## src/rtl/rv32i_boot_loader.sv

```systemverilog
// rv32i_boot_loader: synthesizable boot stage for the rv32i core.
// Receives a little-endian byte stream
//   load address (4 B) | word count N (4 B) | N instruction words (4 B each) | [checksum (1 B)]
// writes each word into instruction memory, then releases the core from reset
// with pc_init_o set to the load address.
// Optional feature macro: CHECKSUM_EN adds a trailing XOR checksum byte and the CHECK state.
module rv32i_boot_loader #(
  parameter int MAX_WORDS = 1024,
  parameter int RST_HOLD  = 3
) (
  input  logic        clk_i,
  input  logic        rst_i,
  input  logic        byte_valid_i,
  input  logic [7:0]  byte_data_i,
  output logic        byte_ready_o,
  output logic        imem_we_o,
  output logic [31:0] imem_addr_o,
  output logic [31:0] imem_wdata_o,
  output logic        core_rst_o,
  output logic [31:0] pc_init_o,
  output logic        done_o,
  output logic        err_o
);

  // Word index / count width: must hold MAX_WORDS itself.
  localparam int IW = $clog2(MAX_WORDS + 1);
  // Hold counter width: must hold RST_HOLD itself.
  localparam int HW = $clog2(RST_HOLD + 1);

  typedef enum logic [2:0] {
    ST_HDR_ADDR,
    ST_HDR_LEN,
    ST_PAYLOAD,
`ifdef CHECKSUM_EN
    ST_CHECK,
`endif
    ST_HOLD,
    ST_RUN,
    ST_ERROR
  } state_t;

  // State entered once the last payload word (or an empty image) has been seen.
`ifdef CHECKSUM_EN
  localparam state_t ST_AFTER_LOAD = ST_CHECK;
`else
  localparam state_t ST_AFTER_LOAD = ST_HOLD;
`endif

  state_t      state_reg;
  state_t      state_next;

  logic [1:0]    cnt_reg;
  logic [31:0]   word_reg;
  logic [31:0]   word_next;
  logic [31:0]   pc_reg;
  logic [IW-1:0] n_reg;
  logic [IW-1:0] idx_reg;
  logic [HW-1:0] hold_reg;

  logic          ready_reg;
  logic          ready_next;
  logic          we_reg;
  logic [31:0]   addr_reg;
  logic [31:0]   wdata_reg;
  logic          core_rst_reg;
  logic          done_reg;
  logic          err_reg;

`ifdef CHECKSUM_EN
  logic [7:0]    xor_reg;
`endif

  logic accept;
  logic field_done;
  logic last_word;
  logic len_too_big;
  logic len_zero;

  assign accept      = byte_valid_i & ready_reg;
  assign field_done  = accept & (cnt_reg == 2'd3);
  assign last_word   = (idx_reg == (n_reg - IW'(1)));
  assign len_too_big = (word_next > 32'(MAX_WORDS));
  assign len_zero    = (word_next == 32'd0);

  // Insert the incoming byte into its lane of the word being assembled (LSB first).
  always_comb begin
    word_next = word_reg;
    word_next[{cnt_reg, 3'b000} +: 8] = byte_data_i;
  end

  // State register.
  always_ff @(posedge clk_i) begin
    if (rst_i) begin
      state_reg <= ST_HDR_ADDR;
    end else begin
      state_reg <= state_next;
    end
  end

  // Next-state logic; ready is derived from the state we are about to enter.
  always_comb begin
    state_next = state_reg;
    case (state_reg)
      ST_HDR_ADDR: begin
        if (field_done) begin
          state_next = (word_next[1:0] != 2'b00) ? ST_ERROR : ST_HDR_LEN;
        end
      end
      ST_HDR_LEN: begin
        if (field_done) begin
          if (len_too_big) begin
            state_next = ST_ERROR;
          end else if (len_zero) begin
            state_next = ST_AFTER_LOAD;
          end else begin
            state_next = ST_PAYLOAD;
          end
        end
      end
      ST_PAYLOAD: begin
        if (field_done && last_word) begin
          state_next = ST_AFTER_LOAD;
        end
      end
`ifdef CHECKSUM_EN
      ST_CHECK: begin
        if (accept) begin
          state_next = (byte_data_i == xor_reg) ? ST_HOLD : ST_ERROR;
        end
      end
`endif
      ST_HOLD: begin
        if (hold_reg == HW'(RST_HOLD - 1)) begin
          state_next = ST_RUN;
        end
      end
      ST_RUN:   state_next = ST_RUN;
      ST_ERROR: state_next = ST_ERROR;
      default:  state_next = ST_HDR_ADDR;
    endcase

    ready_next = (state_next == ST_HDR_ADDR) || (state_next == ST_HDR_LEN) ||
`ifdef CHECKSUM_EN
                 (state_next == ST_CHECK) ||
`endif
                 (state_next == ST_PAYLOAD);
  end

  // Datapath: byte assembly, header latching, imem write generation and status outputs.
  always_ff @(posedge clk_i) begin
    if (rst_i) begin
      cnt_reg      <= 2'd0;
      word_reg     <= 32'd0;
      pc_reg       <= 32'd0;
      n_reg        <= '0;
      idx_reg      <= '0;
      hold_reg     <= '0;
      ready_reg    <= 1'b0;
      we_reg       <= 1'b0;
      addr_reg     <= 32'd0;
      wdata_reg    <= 32'd0;
      core_rst_reg <= 1'b1;
      done_reg     <= 1'b0;
      err_reg      <= 1'b0;
    end else begin
      ready_reg    <= ready_next;
      we_reg       <= 1'b0;
      core_rst_reg <= (state_next != ST_RUN);
      done_reg     <= (state_next == ST_RUN);
      err_reg      <= (state_next == ST_ERROR);

      // The first HOLD cycle counts as cycle 0 of the reset hold time.
      if (state_reg == ST_HOLD) begin
        hold_reg <= hold_reg + HW'(1);
      end else begin
        hold_reg <= '0;
      end

      if (accept) begin
        cnt_reg  <= cnt_reg + 2'd1;
        word_reg <= word_next;
      end

      if (field_done) begin
        case (state_reg)
          ST_HDR_ADDR: pc_reg <= word_next;
          ST_HDR_LEN: begin
            n_reg   <= word_next[IW-1:0];
            idx_reg <= '0;
          end
          ST_PAYLOAD: begin
            we_reg    <= 1'b1;
            addr_reg  <= pc_reg + {{(30 - IW){1'b0}}, idx_reg, 2'b00};
            wdata_reg <= word_next;
            idx_reg   <= idx_reg + IW'(1);
          end
          default: ;
        endcase
      end
    end
  end

`ifdef CHECKSUM_EN
  // Running XOR over every header and payload byte.
  always_ff @(posedge clk_i) begin
    if (rst_i) begin
      xor_reg <= 8'd0;
    end else if (accept && ((state_reg == ST_HDR_ADDR) || (state_reg == ST_HDR_LEN) ||
                            (state_reg == ST_PAYLOAD))) begin
      xor_reg <= xor_reg ^ byte_data_i;
    end
  end
`endif

  assign byte_ready_o = ready_reg;
  assign imem_we_o    = we_reg;
  assign imem_addr_o  = addr_reg;
  assign imem_wdata_o = wdata_reg;
  assign core_rst_o   = core_rst_reg;
  assign pc_init_o    = pc_reg;
  assign done_o       = done_reg;
  assign err_o        = err_reg;

endmodule
```

## config.mk

```make
export PLATFORM = sky130hd
export DESIGN_NAME = rv32i_boot_loader
export DESIGN_NICKNAME = d
export VERILOG_FILES = /design/src/rtl/rv32i_boot_loader.sv
export SDC_FILE = /design/constraint.sdc
export NUM_CORES = 1
export LEC_CHECK = 0
export ABC_CLOCK_PERIOD_IN_PS = 5530
export CAP_MARGIN = 10
export CELL_PAD_IN_SITES_DETAIL_PLACEMENT = 1
export CELL_PAD_IN_SITES_GLOBAL_PLACEMENT = 1
export CORE_ASPECT_RATIO = 0.7
export CORE_MARGIN = 2
export CORE_UTILIZATION = 41
export CTS_BUF_LIST = sky130_fd_sc_hd__clkbuf_8
export CTS_CLUSTER_DIAMETER = 40
export DETAILED_ROUTE_END_ITERATION = 16
export PLACE_DENSITY_LB_ADDON = 0.05
export SYNTH_ARGS = -nofsm -noshare
export SYNTH_HDL_FRONTEND = slang
export SYNTH_SLANG_ARGS = --single-unit
```

## constraint.sdc

```tcl
create_clock -name clk_i -period 5.53 [get_ports clk_i]
set_input_delay 0.8295 -clock clk_i [delete_from_list [all_inputs] [get_ports clk_i]]
set_output_delay 0.8295 -clock clk_i [all_outputs]
set_load 0.05 [all_outputs]
```

==> Word-level counts from Yosys, hierarchy flattened <==
Cells that the tools add are included.
{ "word_totals": {"inputBits": 11, "output_inout_bits": 101, "register_bits": 162, "word_cells": 65} }
{ "op_classes": {"muxes": 11, "n_reduce_logical": 14, "n_eq_ne": 13, "n_bitwise": 4, "n_shift": 2, "order_cmp": 1, "add_sub_neg": 6} }
{ "op_table": {"columns": ["cell", "n"], "rows": [
  ["$add 32x13->32", 1],
  ["$bwmux 32", 1],
  ["$gt 32x11->1 const B", 1],
  ["$logic_not 32->1", 1],
  ["$shift 8x7->32 const A", 1],
  ["$shiftx 8x7->32", 1],
  ["$pmux 11 s2", 1],
  ["$mux 3", 6],
  ["$pmux 3 s6", 1],
  ["$eq 3x3->1 const B", 4],
  ["$add 11x1->11 const B", 1],
  ["$eq 11x11->1", 1],
  ["$sub 11x1->11 const B", 1],
  ["$eq 3x2->1 const B", 3],
  ["$reduce_and 2->1", 4],
  ["$neg 5->7", 1],
  ["$eq 3x1->1 const B", 2],
  ["$logic_not 3->1", 2],
  ["$add 2x1->2 const B", 2],
  ["$eq 2x2->1 const B", 2],
  ["$reduce_bool 2->1", 2],
  ["$reduce_or 2->1", 2],
  ["$ne 3x3->1 const B", 1],
  ["$and 1x1->1", 2],
  ["other kinds (4)", 7]
]} }

==> Longest topological paths before layout <==
{ "depth": {"depth_word": 11, "mapped_depth": 11, "ltp_nobuf": 10} }

==> Worst setup path after synthesis <==
Ideal clock, no wire load.
{ "synth_timing": {"path_type": "flip-flop to flip-flop", "start": "register cnt_reg[0]", "end": "register done_reg (netlist: done_o)", "path_stages_with_launch": 12, "setup_time_ns": 0.116, "setup_slack_ns": 2.628, "required_ns": 5.414, "synth_period_minus_slack_ns": 2.902, "n_path_buf": 2, "t_arrival_ns": 2.786, "path_cell_list": "dfxtp_1 > buf_2 > inv_1 > ha_1 > clkbuf_1 > nor4bb_1 > a2111oi_0 > nand4_1 > or4_1 > nor2_1 > o211a_2 > and3b_1"} }
{ "synth_between": {"elab_chain_len": 9, "elab_cells_between_ends": 18, "cone_classes": "1 x add/sub; 1 x order compare; 2 x eq/ne; 2 x shift; 8 x mux; 1 x bitwise; 3 x reduce/logical"} }
{ "synth_rtl": {"columns": ["element", "line", "rtl"], "rows": [
  ["start, declared", "52", "logic [1:0] cnt_reg;"],
  ["start signal, assigned", "180", "cnt_reg <= cnt_reg + 2'd1;"],
  ["parallel branches: the longest is 7 deep, another holds $gt 32x11->1", null, null],
  ["$pmux 3 s6 *", "103", "case (state_reg)"],
  ["$eq 3x3->1 *", "169", "done_reg <= (state_next == ST_RUN);"],
  ["end signal, assigned", "169", null],
  ["end, declared", "66", "logic done_reg;"]
]} }
Every way passes the cells marked *.
A chain may end at the register's enable or synchronous reset.

==> Worst setup path in the final report <==
Same ends and word-level chain as after synthesis.

==> metrics.txt <==
part of the cycle the worst path needs between 60% and 70%; final hold vios 0; CTS hold repair buffers 0; crit path from cnt_reg[0]; Pwr Density approximately 250 nW/um^2; share of layout cells above drive strength 1 under 10%; Final Critical Period roughly 3.8 ns; syn avg cell area around 8.5 sq um; Die ar. 19600 sq um; H-tree depth 4; worst-case headroom to the max-slew limit between 15 and 20%; Worst-path clk slew about 0.080 ns; worst vdd ir approximately 0.11 mV; Clock Latency Late Sink roughly 0.48 ns; fillers between 2000 and 2500; CP endpoint kind register; EDFF count, synth 0; cell accounting for the most synthesized area dfxtp_1; # Post-CTS Setup Buffers 0; cell count after placement between 1000 and 1500; Final WS setup between 1.5 and 2 ns; IO Port Bufs approximately 110; WHS roughly 0.44 ns; Clock Tree Root clkbuf_8; LEAKAGE 3.044 nW; CP max stage cell dfxtp_1; clk_skew between 0.015 and 0.02 ns; cell family with the largest share of critical-path delay simple AND/OR/NAND/NOR gates; nets@finish 993; worst slew pin tran roughly 1.2 ns; Largest stage delay, worst path ~0.60 ns; synthesized cell area 7576 sq um; critical path startpoint category register; Critical Path AT approximately 4.2 ns; Async S/R FF share, synth 0%; r2r setup slk 1.72 ns; Setup WS pre-CTS about 1.8 ns; via count 7039; buffers plus inverters on the worst setup path 0; CTS tree done; Synth top cells by count 162 x dfxtp_1, 162 x nor2_1, 115 x a211oi_1; cell-by-cell trace of the critical path ha_1 > nand3_1 > a2111oi_0 > nand4_1 > or4_1 > nor2_1 > o211a_2 > and3b_1; DR DRC count 0; DRT Wirelength about 26000 microns; Initial DRC Count 444; Routed Antenna Nets 0; setup TNS 0 ns; Total Power 2.319 mW; max-slew violations 0; Design Area, Final 9229 sq um; post-synth top area share a little over two fifths; r2r endpoint done_o; Worst R2R Start cnt_reg[0]; initial core utilization roughly two fifths; WP depth 8; DP HPWL 18260 microns; RePlAce Congestion 0.8292; critical path endpoint done_o; drt pass-1 iters 5; die width 166.5 microns; crit path max fanout 14; Post-synth top flop dfxtp_1; RSZ-0062 raised after global routing false; Yosys cell types a little under 70; Mapped Nets 919; Core Area 18060 sq um; DR WL/cell 21.31 microns; CP Class reg2reg; vias in the first global route 7061; maximum clock frequency 262.5 MHz; Post-DP Area about 8800 sq um; Sink Count around 160; sequential area share after synthesis 42.81%; total gr overflow 0; Max Buffers Root-to-Sink 2; GRT Total Usage between 20% and 30%; HP Class reg2reg; number of synthesized register bits ~160; maxcap violations 0; largest net degree at the start of global routing 109; Num CTS Buffers 17; number of cell rows 41; Worst EP required 5.89 ns; post-cts sizing count 0; first-pass GRT wire length 40610 microns; via/cell ratio slightly below 6; Cells after Synth just under 900; status finished, final reports clean; final design utilization 51.11%; fin cells ~1200; antenna violations before repair 0; I/O pin cnt approximately 110; Final setup viols 0; Layout area overhead 21.82%; Synth warnings 0; synth top area cells dfxtp_1 43%, a211oi_1 11%, nor2_1 8.0%; Die Height between 100 and 150 microns; R2R depth 8
-- logic make-up (layout without fill, tap and decap cells) --
| group | Yosys count | after routing | share of synthesized area, % |
|---|---|---|---|
| mux | 6 | 6 | 0.8258 |
| xor+xnor | 37 | 37 | 4.278 |
| simple gates | 343 | 343 | 22.30 |
| flops | 162 | 162 | 42.81 |
| other cells | 0 | 1 | 0 |
| buf+inv | 81 | 167 | 4.145 |
| compound gates | 239 | 239 | 22.25 |
| fa+ha+maj | 20 | 20 | 3.402 |
-- how the worst min path moves through the flow --
stage	start	endpoint	slack, ns	cells past startpoint
floorplan	hold_reg[0]	hold_reg[0]	0.40	1
global placement	hold_reg[0]	hold_reg[0]	0.41	1
detailed placement	hold_reg[0]	hold_reg[0]	0.43	1
CTS	hold_reg[0]	hold_reg[0]	0.44	1
global route	hold_reg[0]	hold_reg[0]	0.47	1
finish	hold_reg[0]	hold_reg[0]	0.44	1
-- layout make-up --
class                           count  area [sq um]  area share, %
Sequential cell                   162          3243          35.14
Timing Repair Buffer              118          1159          12.55
Clock buffer                       20         275.3          2.983
Clock inverter                     11         150.1          1.627
Tap cell                          236         295.3          3.200
Multi-Input combinational cell    645          4036          43.74
Antenna cell                        1         2.502        0.02711
Inverter                           18         67.56         0.7321
-- per-layer routing --
metal / wire (microns) / up-vias / global-route usage [%] / part of all wire [%]
met2: 10520 / 189 / 37.16 / 41
met5: 0 / - / 0 / 0
met3: 1789 / 24 / 6.422 / 6.9
li1: - / 3353 / - / -
met1: 13260 / 3473 / 40.52 / 51
met4: 240 / 0 / 6.142 / 0.93
-- cells in the final DEF, fill, tap and decap left out, types with 15 or more instances in the layout --
cell type and instances:
a211oi_1 115, a21oi_1 44, a31oi_1 20, clkbuf_8 20, clkdlybuf4s50_1 110, dfxtp_1 162
ha_1 19, inv_1 19, nand2_1 40, nand3_1 15, nor2_1 162, nor2b_1 40
xnor2_1 28
-- power by group --
part / total [mW] / switching (mW) / internal (mW)
combinational: 0.175 / 0.126 / 0.0494
sequential: 1.19 / 0.0121 / 1.18
clock: 0.952 / 0.469 / 0.484
No activity file was read; power rests on OpenSTA's default activity.
